--- src/rtl/decoder_pkg.sv ---
// Purpose: shared opcode constants, control encodings and the opcode->control decode function.
// Latency: n/a (types, constants and a pure combinational function only).
// Backpressure: n/a.
package decoder_pkg;

    // Opcodes (top 4 bits of every instruction word)
    localparam logic [3:0] OP_NOP    = 4'd0;
    localparam logic [3:0] OP_BRNZP  = 4'd1;
    localparam logic [3:0] OP_CMP    = 4'd2;
    localparam logic [3:0] OP_ADD    = 4'd3;
    localparam logic [3:0] OP_SUB    = 4'd4;
    localparam logic [3:0] OP_MUL    = 4'd5;
    localparam logic [3:0] OP_DIV    = 4'd6;
    localparam logic [3:0] OP_LDR    = 4'd7;
    localparam logic [3:0] OP_STR    = 4'd8;
    localparam logic [3:0] OP_CONST  = 4'd9;
    localparam logic [3:0] OP_JMP    = 4'd10;
    localparam logic [3:0] OP_RECONV = 4'd11;
    localparam logic [3:0] OP_RET    = 4'd15;

    // Register write-back source select
    localparam logic [1:0] REG_MUX_ALU = 2'd0;
    localparam logic [1:0] REG_MUX_LSU = 2'd1;
    localparam logic [1:0] REG_MUX_IMM = 2'd2;

    // ALU operation select
    localparam logic [1:0] ALU_ADD = 2'd0;
    localparam logic [1:0] ALU_SUB = 2'd1;
    localparam logic [1:0] ALU_MUL = 2'd2;
    localparam logic [1:0] ALU_DIV = 2'd3;

    // Next-PC select
    localparam logic [1:0] PC_MUX_INC = 2'd0;
    localparam logic [1:0] PC_MUX_BR  = 2'd1;
    localparam logic [1:0] PC_MUX_JMP = 2'd2;

    // Core FSM state in which the legacy unbuffered decoder sampled its instruction
    localparam logic [2:0] CORE_DECODE = 3'b010;

    typedef struct packed {
        logic       reg_we;
        logic       mem_re;
        logic       mem_we;
        logic       nzp_we;
        logic [1:0] reg_mux;
        logic [1:0] alu_arith;
        logic       alu_out;
        logic [1:0] pc_mux;
        logic       ret;
        logic       reconv;
        logic       illegal;
    } ctrl_t;

    // Undefined opcodes (12-14) leave every control low and only raise illegal
    function automatic ctrl_t decode_ctrl(input logic [3:0] op);
        ctrl_t c;
        c = '0;
        case (op)
            OP_NOP:    ;
            OP_BRNZP:  c.pc_mux = PC_MUX_BR;
            OP_CMP:    begin c.alu_out = 1'b1; c.nzp_we = 1'b1; end
            OP_ADD:    begin c.reg_we = 1'b1; c.reg_mux = REG_MUX_ALU; c.alu_arith = ALU_ADD; end
            OP_SUB:    begin c.reg_we = 1'b1; c.reg_mux = REG_MUX_ALU; c.alu_arith = ALU_SUB; end
            OP_MUL:    begin c.reg_we = 1'b1; c.reg_mux = REG_MUX_ALU; c.alu_arith = ALU_MUL; end
            OP_DIV:    begin c.reg_we = 1'b1; c.reg_mux = REG_MUX_ALU; c.alu_arith = ALU_DIV; end
            OP_LDR:    begin c.reg_we = 1'b1; c.mem_re = 1'b1; c.reg_mux = REG_MUX_LSU; end
            OP_STR:    c.mem_we = 1'b1;
            OP_CONST:  begin c.reg_we = 1'b1; c.reg_mux = REG_MUX_IMM; end
            OP_JMP:    c.pc_mux = PC_MUX_JMP;
            OP_RECONV: c.reconv = 1'b1;
            OP_RET:    c.ret = 1'b1;
            default:   c.illegal = 1'b1;
        endcase
        return c;
    endfunction

endpackage

--- src/rtl/decode_queue.sv ---
// Purpose: generic 2-entry valid/ready record queue with synchronous flush.
// Latency: 1 cycle push->head; no bypass, so an empty queue never shows the word being pushed.
// Backpressure: push_rdy drops when both entries are full; pop_rdy has no path to push_rdy.
module decode_queue #(
    parameter int W = 8
) (
    input  logic         clk,
    input  logic         reset,
    input  logic         flush,
    input  logic         push_vld,
    output logic         push_rdy,
    input  logic [W-1:0] push_dat,
    output logic         pop_vld,
    input  logic         pop_rdy,
    output logic [W-1:0] pop_dat
);

    logic [W-1:0] mem_q [2];
    logic [W-1:0] mem_d [2];
    logic         wr_ptr_q, wr_ptr_d;
    logic         rd_ptr_q, rd_ptr_d;
    logic [1:0]   count_q, count_d;
    logic         push;
    logic         pop;

    assign push_rdy = (count_q != 2'd2) & ~reset;
    assign pop_vld  = (count_q != 2'd0) & ~reset;
    assign pop_dat  = pop_vld ? mem_q[rd_ptr_q] : '0;
    assign push     = push_vld & push_rdy;
    assign pop      = pop_vld & pop_rdy;

    // Next-state for storage, pointers and occupancy; reset and flush override push/pop
    always_comb begin
        mem_d    = mem_q;
        wr_ptr_d = wr_ptr_q;
        rd_ptr_d = rd_ptr_q;
        count_d  = count_q;
        if (reset) begin
            wr_ptr_d = 1'b0;
            rd_ptr_d = 1'b0;
            count_d  = 2'd0;
        end else if (flush) begin
            // Realign the read pointer so the next push becomes the head
            rd_ptr_d = wr_ptr_q;
            count_d  = 2'd0;
        end else begin
            if (push) begin
                mem_d[wr_ptr_q] = push_dat;
                wr_ptr_d        = ~wr_ptr_q;
            end
            if (pop) begin
                rd_ptr_d = ~rd_ptr_q;
            end
            if (push && !pop) begin
                count_d = count_q + 2'd1;
            end else if (pop && !push) begin
                count_d = count_q - 2'd1;
            end
        end
    end

    // State register
    always_ff @(posedge clk) begin
        mem_q    <= mem_d;
        wr_ptr_q <= wr_ptr_d;
        rd_ptr_q <= rd_ptr_d;
        count_q  <= count_d;
    end

endmodule

--- src/rtl/decode_stage.sv ---
// Purpose: decodes fetched instructions into register/immediate/control records, buffered 2 deep.
// Latency: 1 cycle from accepted instruction to out_valid with its record.
// Backpressure: in_ready low when the queue is full, after a RET is accepted, or in reset.
module decode_stage
    import decoder_pkg::*;
#(
    parameter int INSTR_W = 16,
    parameter int REG_AW  = 4,
    parameter int IMM_W   = 8,
    parameter int PC_W    = 8
) (
    input  logic               clk,
    input  logic               reset,
    input  logic               flush,
    input  logic               in_valid,
    output logic               in_ready,
    input  logic [INSTR_W-1:0] in_instr,
    input  logic [PC_W-1:0]    in_pc,
    output logic               out_valid,
    input  logic               out_ready,
    output logic [REG_AW-1:0]  out_rd,
    output logic [REG_AW-1:0]  out_rs,
    output logic [REG_AW-1:0]  out_rt,
    output logic [2:0]         out_nzp,
    output logic [IMM_W-1:0]   out_imm,
    output logic [PC_W-1:0]    out_pc,
    output logic               out_reg_we,
    output logic               out_mem_re,
    output logic               out_mem_we,
    output logic               out_nzp_we,
    output logic [1:0]         out_reg_mux,
    output logic [1:0]         out_alu_arith,
    output logic               out_alu_out,
    output logic [1:0]         out_pc_mux,
    output logic               out_ret,
    output logic               out_reconv,
    output logic               out_illegal,
    output logic               halted
);

    // Field layout assumes INSTR_W >= 4 + 3*REG_AW and IMM_W <= INSTR_W - 4
    typedef struct packed {
        logic [REG_AW-1:0] rd;
        logic [REG_AW-1:0] rs;
        logic [REG_AW-1:0] rt;
        logic [2:0]        nzp;
        logic [IMM_W-1:0]  imm;
        logic [PC_W-1:0]   pc;
        ctrl_t             ctrl;
    } rec_t;

    localparam int REC_W = $bits(rec_t);

    rec_t             in_rec;
    rec_t             out_rec;
    logic [REC_W-1:0] q_pop_dat;
    logic             q_push_rdy;
    logic             q_pop_vld;
    logic             halted_q, halted_d;
    logic             accept;

    // Combinational decode of the offered instruction
    always_comb begin
        in_rec      = '0;
        in_rec.rd   = in_instr[INSTR_W-5 -: REG_AW];
        in_rec.rs   = in_instr[INSTR_W-5-REG_AW -: REG_AW];
        in_rec.rt   = in_instr[INSTR_W-5-2*REG_AW -: REG_AW];
        in_rec.nzp  = in_instr[INSTR_W-5 -: 3];
        in_rec.imm  = in_instr[IMM_W-1:0];
        in_rec.pc   = in_pc;
        in_rec.ctrl = decode_ctrl(in_instr[INSTR_W-1 -: 4]);
    end

    assign in_ready = q_push_rdy & ~halted_q;
    assign accept   = in_valid & in_ready;

    // Halt latches on an accepted RET and only clears on flush or reset
    always_comb begin
        halted_d = halted_q;
        if (reset || flush) begin
            halted_d = 1'b0;
        end else if (accept && in_rec.ctrl.ret) begin
            halted_d = 1'b1;
        end
    end

    // Halt register
    always_ff @(posedge clk) begin
        halted_q <= halted_d;
    end

    assign halted = halted_q & ~reset;

    decode_queue #(
        .W (REC_W)
    ) u_queue (
        .clk      (clk),
        .reset    (reset),
        .flush    (flush),
        .push_vld (in_valid & ~halted_q),
        .push_rdy (q_push_rdy),
        .push_dat (in_rec),
        .pop_vld  (q_pop_vld),
        .pop_rdy  (out_ready),
        .pop_dat  (q_pop_dat)
    );

    assign out_valid     = q_pop_vld;
    assign out_rec       = rec_t'(q_pop_dat);
    assign out_rd        = out_rec.rd;
    assign out_rs        = out_rec.rs;
    assign out_rt        = out_rec.rt;
    assign out_nzp       = out_rec.nzp;
    assign out_imm       = out_rec.imm;
    assign out_pc        = out_rec.pc;
    assign out_reg_we    = out_rec.ctrl.reg_we;
    assign out_mem_re    = out_rec.ctrl.mem_re;
    assign out_mem_we    = out_rec.ctrl.mem_we;
    assign out_nzp_we    = out_rec.ctrl.nzp_we;
    assign out_reg_mux   = out_rec.ctrl.reg_mux;
    assign out_alu_arith = out_rec.ctrl.alu_arith;
    assign out_alu_out   = out_rec.ctrl.alu_out;
    assign out_pc_mux    = out_rec.ctrl.pc_mux;
    assign out_ret       = out_rec.ctrl.ret;
    assign out_reconv    = out_rec.ctrl.reconv;
    assign out_illegal   = out_rec.ctrl.illegal;

endmodule

--- config.mk ---
export PLATFORM = sky130hd
export DESIGN_NAME = decode_stage
export DESIGN_NICKNAME = d
export VERILOG_FILES = /design/src/rtl/decoder_pkg.sv /design/src/rtl/decode_queue.sv /design/src/rtl/decode_stage.sv
export SDC_FILE = /design/constraint.sdc
export NUM_CORES = 1
export LEC_CHECK = 0
export ABC_AREA = 1
export CORE_AREA = 3 3 102 114
export DETAILED_ROUTE_END_ITERATION = 10
export DIE_AREA = 0 0 105 117
export SYNTH_ARGS = -nofsm -noshare
export SYNTH_HDL_FRONTEND = slang
export SYNTH_SLANG_ARGS = --single-unit
export TNS_END_PERCENT = 50
--- constraint.sdc ---
create_clock -name clk -period 4.5 [get_ports clk]
set_input_delay 0.9 -clock clk [delete_from_list [all_inputs] [get_ports clk]]
set_output_delay 0.9 -clock clk [all_outputs]
set_load 0.02 [all_outputs]
==> metrics.csv, run 1 <==
metric;value;unit
status;finished, final reports clean;
clk_lat worst skew;0.32;ns
Core Util, Final;40.7;%
Post-synth top flop;edfxtp_1;
total power;1.58;mW
final worst slack;0.762;ns
reg-to-reg startpoint;u_queue.count_q[0];
relative slew slack;35.0;%
Commonest cells post-synth;142 x nand2_1, 64 x edfxtp_1, 45 x inv_1, 16 x buf_4, 15 x nor2_1;
# DRC;0;
DR vias/cell;4.03;
CP startpoint;reset;
CTS clock-pin slew for the worst setup and hold paths;0.05;ns
post-detail-place hpwl;4240;um
Tightest Hold Check Type;reg -> reg;
Hold Vio Cnt, Final;0;
layout filler cell count;1063;
Final Wtd Congestion;0.776;
Ys Warns;0;
CTS tree;built;
Yosys reg bits;69;
Post-Syn Area per Cell;9.74;um2
count of different cell masters after synthesis;23;
launching element type of the critical path;input port;
via count;2156;
post-CTS sizing;0;
Worst VDD drop;0.186;mV
Final min period;3.74;ns
setup TNS;0;ns
initial antenna violation count;0;
diode count;0;
r2r endpoint;u_queue.mem_q[6];
Antenna Violating Nets Remaining;0;
layout cell share with drive strength beyond 1;7.40;%
die span in x;105;um
Max H-tree Level;3;
port buffer count;76;
hold_ws;0.473;ns
final number of setup-violating endpoints;0;
worst reg-to-reg path cell count;6;
Worst setup EP type;primary output;
starting density of the core;30.0;%
fin. max-slew vios;0;
routed wire length;6300;um
largest net degree at the start of global routing;34;
kind of critical path;in -> out;
number of post-CTS setup repair buffers;0;
Num Clock Sinks;69;
maximum net fanout on the critical path;19;
Async SR Flop Fraction;0;%
height of the die;117;um
Worst-Margin Slew;0.973;ns
starting DRC count in detailed routing;76;
Area after DPL;0.00394;mm2
Post-Syn Area;0.00313;mm2
first-pass GRT wire length;9940;um
final worst path period share;83.1;%
I/O pin total;77;
Max-Cap Viols;0;
Pleak;1.86;nW
clock root cell;clkbuf_16;
Worst Skew;0.00612;ns
Synth top area share;61.4;%
# hold bufs at CTS;0;
Placement Setup Slack;0.714;ns
Peak Freq;268;MHz
CP Data Required Time;3.60;ns
PD cells;372;mW/mm2
ranking of synthesized cells by area;edfxtp_1 61%, nand2_1 17%, inv_1 5.4%;
die area;0.0123;mm2
number of flops mapped to enable cells by yosys;64;
area delta synth->final;35.9;%
FP Rows;39;
WL/cell;11.8;um
grt total ovfl;0;
GRT Util Overall;10.5;%
CP Capture Point;out_pc_mux[0];
top-count cell post-synth;nand2_1;
Final Instance Area;0.00425;mm2
RSZ-0062 raised after global routing;false;
Synth area leader;edfxtp_1;
Finished Layout Cells;535;
Reg2Reg Setup Slack;2.58;ns
DR pass1 iterations;4;
Mapped Nets;351;
placed cell count;520;
clock buffer count from CTS;9;
critical path arrival;2.84;ns
final net count;418;
number of global-route vias before repair;2065;
Core Area;0.0104;mm2
Synth Instances;321;
Seq/Total Area, Yosys;64.6;%
worst-case clock buffer depth;2;
[sequential cells by signal, indices dropped and copies added, names as in the netlist]
register / count
u_queue.rd_ptr_q: 1
halted_q: 1
u_queue.count_q: 2
u_queue.wr_ptr_q: 1
u_queue.mem_q: 64
[layout by cell type, fill, tap and decap left out, types with 2 or more instances in the layout]
master             n
buf_4              2
nand3_1            4
nor2_1            14
nor2_4             2
nand2_1          142
clkbuf_16          9
nand2_2            3
nand4_1            2
edfxtp_1          64
inv_1             45
inv_2              4
clkdlybuf4s50_1   76
nor3_1             3
bufinv_16          2
dfxtp_1            5
a21oi_1            2
[report_power, final]
part	internal, mW	switching, mW
Combinational	0.0578	0.0752
Sequential	0.709	0.00274
Clock	0.484	0.252
Total	1.25	0.330
[how the worst min path moves through the flow]
stage | from | to | cells past startpoint | slack, ns
4_1_cts | u_queue.count_q[0] | u_queue.count_q[0] | 1 | 0.48
5_1_grt | u_queue.count_q[0] | u_queue.count_q[0] | 1 | 0.51
2_1_floorplan | u_queue.count_q[0] | u_queue.count_q[0] | 1 | 0.44
3_3_place_gp | u_queue.wr_ptr_q | u_queue.wr_ptr_q | 2 | 0.45
3_5_place_dp | u_queue.count_q[0] | u_queue.count_q[0] | 1 | 0.47
6_report | u_queue.count_q[0] | u_queue.count_q[0] | 1 | 0.47
[worst max-delay path, cell delays in order]
cell and delay (ns):
clkdlybuf4s50_1 0.54, a21oi_4 0.44, buf_12 0.21, nand2_1 0.06, inv_1 0.08, clkdlybuf4s50_1 0.60
[logic make-up (layout without fill, tap and decap cells)]
logic type,Yosys count,in the layout,share of synthesized area [%]
AOI/OAI and AO/OA,6,6,1.48
adders and majority gates,1,1,0.400
buffers and inverters,72,143,11.4
DFF,69,69,64.6
and+or+nand+nor,173,173,22.0
[routing by layer]
metal / vias to the layer above / routed length [um] / track usage [%]
met3: 7 / 312 / 2.85
met4: 0 / 77 / 3.67
met1: 971 / 2760 / 12.4
met2: 60 / 3150 / 18.6
li1: 1118 / - / -
met5: - / 0 / 0
[area by class of cell]
type                            instances  area, um2  share of cell area, %
Multi-Input combinational cell        180        756                   17.8
Clock buffer                           10        229                   5.39
Tap cell                              143        179                   4.21
Sequential cell                        69       2020                   47.6
Timing Repair Buffer                   79        796                   18.7
Clock inverter                          5       85.1                   2.00
Inverter                               49        184                   4.33
(Power assumes the default switching activity.)
==> run 2, diff against run 1 <==
==> constraint.sdc (replaced) <==
create_clock -name clk -period 3.9 [get_ports clk]
set_input_delay 0.78 -clock clk [delete_from_list [all_inputs] [get_ports clk]]
set_output_delay 0.78 -clock clk [all_outputs]
set_load 0.02 [all_outputs]
==> run 2 against run 1 <==
Against the previous run:
- total power grew 11%
- cell count grew 0.56%
- via count grew 1.3%
- sequential power grew 15%
- clock skew grew 0.00074 ns
- clock-buffer cell count is the same
- largest cell class unchanged
- highest routed layer unchanged
==> metrics.csv, run 2 (synthesis gave the netlist of run 1 again) <==
metric;value;unit
status;finished, final reports clean;
I/O pin total;77;
WL/cell;11.7;um
number of global-route vias before repair;2110;
Core Area;0.0104;mm2
slowest stage delay, CP;0.61;ns
port buffer count;76;
clock root cell;clkbuf_16;
via count;2185;
Tightest Hold Check Type;reg -> reg;
Hold Vio Cnt, Final;0;
Worst-Margin Slew;0.600;ns
Critical-path top delay cell;clkdlybuf4s50_1;
number of post-CTS setup repair buffers;0;
DR vias/cell;4.06;
RSZ-0062 raised after global routing;false;
Max H-tree Level;3;
CTS tree;built;
post-CTS sizing;0;
largest net degree at the start of global routing;34;
starting density of the core;30.0;%
layout filler cell count;1046;
CP Data Required Time;3.12;ns
grt total ovfl;0;
final worst slack;0.613;ns
# DRC;0;
fin. max-slew vios;0;
worst-case clock buffer depth;2;
hold_ws;0.466;ns
layout cell share with drive strength beyond 1;8.10;%
Worst setup EP type;primary output;
launching element type of the critical path;input port;
Largest register FFs;64;
commonest non-fill, non-tap cells in the layout;142 x nand2_1, 76 x clkdlybuf4s50_1, 64 x edfxtp_1;
Antenna Violating Nets Remaining;0;
relative slew slack;59.9;%
Worst Skew;0.00686;ns
first-pass GRT wire length;10200;um
area delta synth->final;35.3;%
total power;1.76;mW
height of the die;117;um
CP startpoint;reset;
Top Registers;u_queue.mem_q (64), u_queue.count_q (2);
cells along the critical path;clkdlybuf4s50_1 > a21oi_4 > buf_4 > nand2_1 > inv_1 > clkdlybuf4s50_1;
maximum net fanout on the critical path;19;
Max-Cap Viols;0;
routed wire length;6310;um
starting DRC count in detailed routing;62;
final worst path period share;84.3;%
CTS clock-pin slew for the worst setup and hold paths;0.05;ns
CP dominant cell by count;clkdlybuf4s50_1;
Final min period;3.29;ns
reg-to-reg startpoint;u_queue.count_q[0];
post-detail-place hpwl;4170;um
WP buf/inv;4;
initial antenna violation count;0;
clk_lat worst skew;0.32;ns
GRT Util Overall;10.7;%
Placement Setup Slack;0.592;ns
Peak Freq;304;MHz
final number of setup-violating endpoints;0;
Final Wtd Congestion;0.805;
clock buffer count from CTS;9;
commonest non-fill, non-tap cell in the layout;nand2_1;
FP Rows;39;
Core Util, Final;40.5;%
Reg with most FFs;u_queue.mem_q;
min-delay src;u_queue.count_q[0];
final net count;420;
kind of critical path;in -> out;
DR pass1 iterations;4;
diode count;0;
Pleak;1.85;nW
PD cells;416;mW/mm2
critical path arrival;2.51;ns
die area;0.0123;mm2
setup TNS;0;ns
cell family with most CP delay;buffers and inverters;
Worst VDD drop;0.235;mV
Num Clock Sinks;69;
# hold bufs at CTS;0;
die span in x;105;um
==> run 2: metrics by stage <==
| stage | cells | cell area (um2) |
|---|---|---|
| after floorplan | 321 | 3130 |
| after global placement | 522 | 3940 |
| after detailed placement | 522 | 3940 |
| after CTS | 538 | 4230 |
| after global routing | 538 | 4230 |
| final | 538 | 4230 |
==> run 2: final timing paths <==
check | end | slack (ns) | cells after the start
worst max register to register | u_queue.mem_q[65] | 1.95 | 7
worst min-delay path | u_queue.count_q[0] | 0.47 | 1
worst min register to register | u_queue.count_q[0] | 0.47 | 1
worst max-delay path | out_mem_re | 0.61 | 6
==> run 2: worst reg2reg max path, delay by kind of cell, from the launching register on <==
family | cells | cell delay, ns
and+or+nand+nor | 4 | 0.38
buffers and inverters | 3 | 0.90
DFF | 1 | 0.35
==> run 2: layout make-up <==
cell class / instances / area, um2 / share of cell area, %
Tap cell: 143 / 179 / 4.23
Multi-Input combinational cell: 180 / 756 / 17.9
Inverter: 49 / 184 / 4.35
Timing Repair Buffer: 81 / 798 / 18.9
Clock inverter: 6 / 65.1 / 1.54
Clock buffer: 10 / 229 / 5.41
Sequential cell: 69 / 2020 / 47.8
==> run 2: power breakdown <==
part	internal, mW	leakage (nW)	total, mW	switching [mW]
Clock	0.493	0.131	0.787	0.294
Sequential	0.819	0.628	0.822	0.00309
Combinational	0.0662	1.10	0.153	0.0869
Total	1.38	1.85	1.76	0.384
==> run 2: per-layer routing <==
layer | vias to the layer above | share of wire [%] | track usage [%]
li1 | 1127 | - | -
met1 | 986 | 45 | 12.4
met2 | 62 | 49 | 18.9
met3 | 10 | 4.0 | 2.19
met4 | 0 | 2.0 | 5.34
met5 | - | 0 | 0
==> run 3, diff against run 2 <==
==> constraint.sdc (replaced) <==
create_clock -name clk -period 3.2 [get_ports clk]
set_input_delay 0.64 -clock clk [delete_from_list [all_inputs] [get_ports clk]]
set_output_delay 0.64 -clock clk [all_outputs]
set_load 0.02 [all_outputs]
==> run 3 against run 2 <==
Against the previous run:
- largest power group is now the clock network
- hold slack is essentially flat
- via count grew 1.6%
- first-iteration DRC count grew 77%
- die area is the same
- clock power grew 35%
- clock skew shrank 0.0028 ns
==> metrics.csv, run 3 (synthesis gave the netlist of run 1 again) <==
metric;value;unit
Largest register FFs;64;
FP Rows;39;
maximum net fanout on the critical path;33;
DR top layer;met4;
cell family with most CP delay;buffers and inverters;
worst-case clock buffer depth;2;
Worst VDD drop;0.336;mV
starting DRC count in detailed routing;110;
Worst-Margin Slew;0.623;ns
grt total ovfl;0;
clk_lat worst skew;0.32;ns
Hold Vio Cnt, Final;0;
critical path arrival;2.34;ns
number of post-CTS setup repair buffers;0;
Num Clock Sinks;69;
# hold bufs at CTS;0;
Antenna Violating Nets Remaining;0;
Worst Skew;0.00402;ns
Final min period;2.98;ns
CP Capture Point;out_mem_re;
PD cells;523;mW/mm2
die area;0.0123;mm2
DR vias/cell;4.13;
area delta synth->final;37.2;%
setup TNS;0;ns
post-detail-place hpwl;4170;um
Max-Cap Viols;0;
Worst setup EP type;primary output;
number of global-route vias before repair;2207;
hold_ws;0.466;ns
routed wire length;6310;um
Core Util, Final;41.1;%
Placement Setup Slack;0.209;ns
fin. max-slew vios;0;
launching element type of the critical path;input port;
# DRC;0;
CP Data Required Time;2.56;ns
final worst path period share;93.1;%
layout cell share with drive strength beyond 1;8.10;%
Reg with most FFs;u_queue.mem_q;
final number of setup-violating endpoints;0;
commonest non-fill, non-tap cell in the layout;nand2_1;
via count;2221;
diode count;0;
reg-to-reg startpoint;u_queue.count_q[0];
height of the die;117;um
layout filler cell count;1073;
initial antenna violation count;0;
GRT Util Overall;10.7;%
port buffer count;76;
commonest non-fill, non-tap cells in the layout;142 x nand2_1, 76 x clkdlybuf4s50_1, 64 x edfxtp_1;
kind of critical path;in -> out;
CTS clock-pin slew for the worst setup and hold paths;0.05;ns
die span in x;105;um
Met2 Wirelength;3070;um
clock buffer count from CTS;9;
post-CTS sizing;0;
Core Area;0.0104;mm2
slowest stage delay, CP;0.61;ns
Pleak;1.88;nW
CTS tree;built;
final net count;420;
starting density of the core;30.0;%
CP startpoint;reset;
Critical-path top delay cell;clkdlybuf4s50_1;
relative slew slack;58.4;%
Final Wtd Congestion;0.797;
DR pass1 iterations;4;
Reg2Reg Setup Slack;1.49;ns
RSZ-0062 raised after global routing;false;
worst reg-to-reg path cell count;7;
Top Registers;u_queue.mem_q (64), u_queue.count_q (2);
final worst slack;0.221;ns
CP dominant cell by count;clkdlybuf4s50_1;
largest net degree at the start of global routing;34;
cells along the critical path;clkdlybuf4s50_1 > a21oi_4 > buf_12 > nand2_1 > inv_1 > clkdlybuf4s50_1;
Max H-tree Level;3;
WL/cell;11.7;um
met3 wire length;348;um
r2r endpoint;u_queue.mem_q[19];
Peak Freq;336;MHz
WP buf/inv;4;
status;finished, final reports clean;
I/O pin total;77;
Tightest Hold Check Type;reg -> reg;
WL met1;2830;um
Crit path depth;6;
first-pass GRT wire length;10400;um
clock root cell;clkbuf_16;
[run 3: final cells by class]
cell class	count	area (um2)	share of cell area [%]
clock buffers	11	243	5.66
clock inverters	5	83.8	1.95
inverters	49	184	4.29
multi-input cells	180	756	17.6
flip-flops and latches	69	2020	47.1
well taps	143	179	4.17
repair buffers	81	823	19.2
[run 3: power by group]
group	switching (mW)	total, mW	internal (mW)
sequential	0.00382	1.00	0.998
clock	0.351	1.06	0.704
combinational	0.107	0.189	0.0822
[run 3: metrics by stage]
| stage | total power, mW | std cells | cell area, um2 |
|---|---|---|---|
| finish | 2.25 | 538 | 4290 |
| global route | 2.33 | 538 | 4290 |
| CTS | 2.28 | 538 | 4290 |
| detailed placement | 1.21 | 522 | 3960 |
| global placement | 1.21 | 522 | 3960 |
| floorplan | 1.13 | 321 | 3130 |
[run 3: worst register-to-register path: stages, from the launching register on]
cell	delay (ns)
dfxtp_1	0.36
inv_2	0.08
nand2_1	0.07
nand2_2	0.07
nor2_4	0.13
nand2_2	0.09
nor2_4	0.38
buf_12	0.24
[run 3: how the worst min path moves through the flow]
stage                                    end  cells after the start               start  slack, ns
final                       u_queue.wr_ptr_q                      2    u_queue.wr_ptr_q       0.47
after global routing      u_queue.count_q[0]                      1  u_queue.count_q[0]       0.50
after CTS                   u_queue.wr_ptr_q                      2    u_queue.wr_ptr_q       0.47
after detailed placement    u_queue.wr_ptr_q                      2    u_queue.wr_ptr_q       0.46
after global placement      u_queue.wr_ptr_q                      2    u_queue.wr_ptr_q       0.46
after floorplan           u_queue.count_q[0]                      1  u_queue.count_q[0]       0.44
[run 3: per-layer routing]
layer / up-vias / global-route usage (%)
li1: 1127 / -
met2: 75 / 18.2
met3: 6 / 3.13
met1: 1013 / 13.0
met5: - / 0
met4: 0 / 4.20
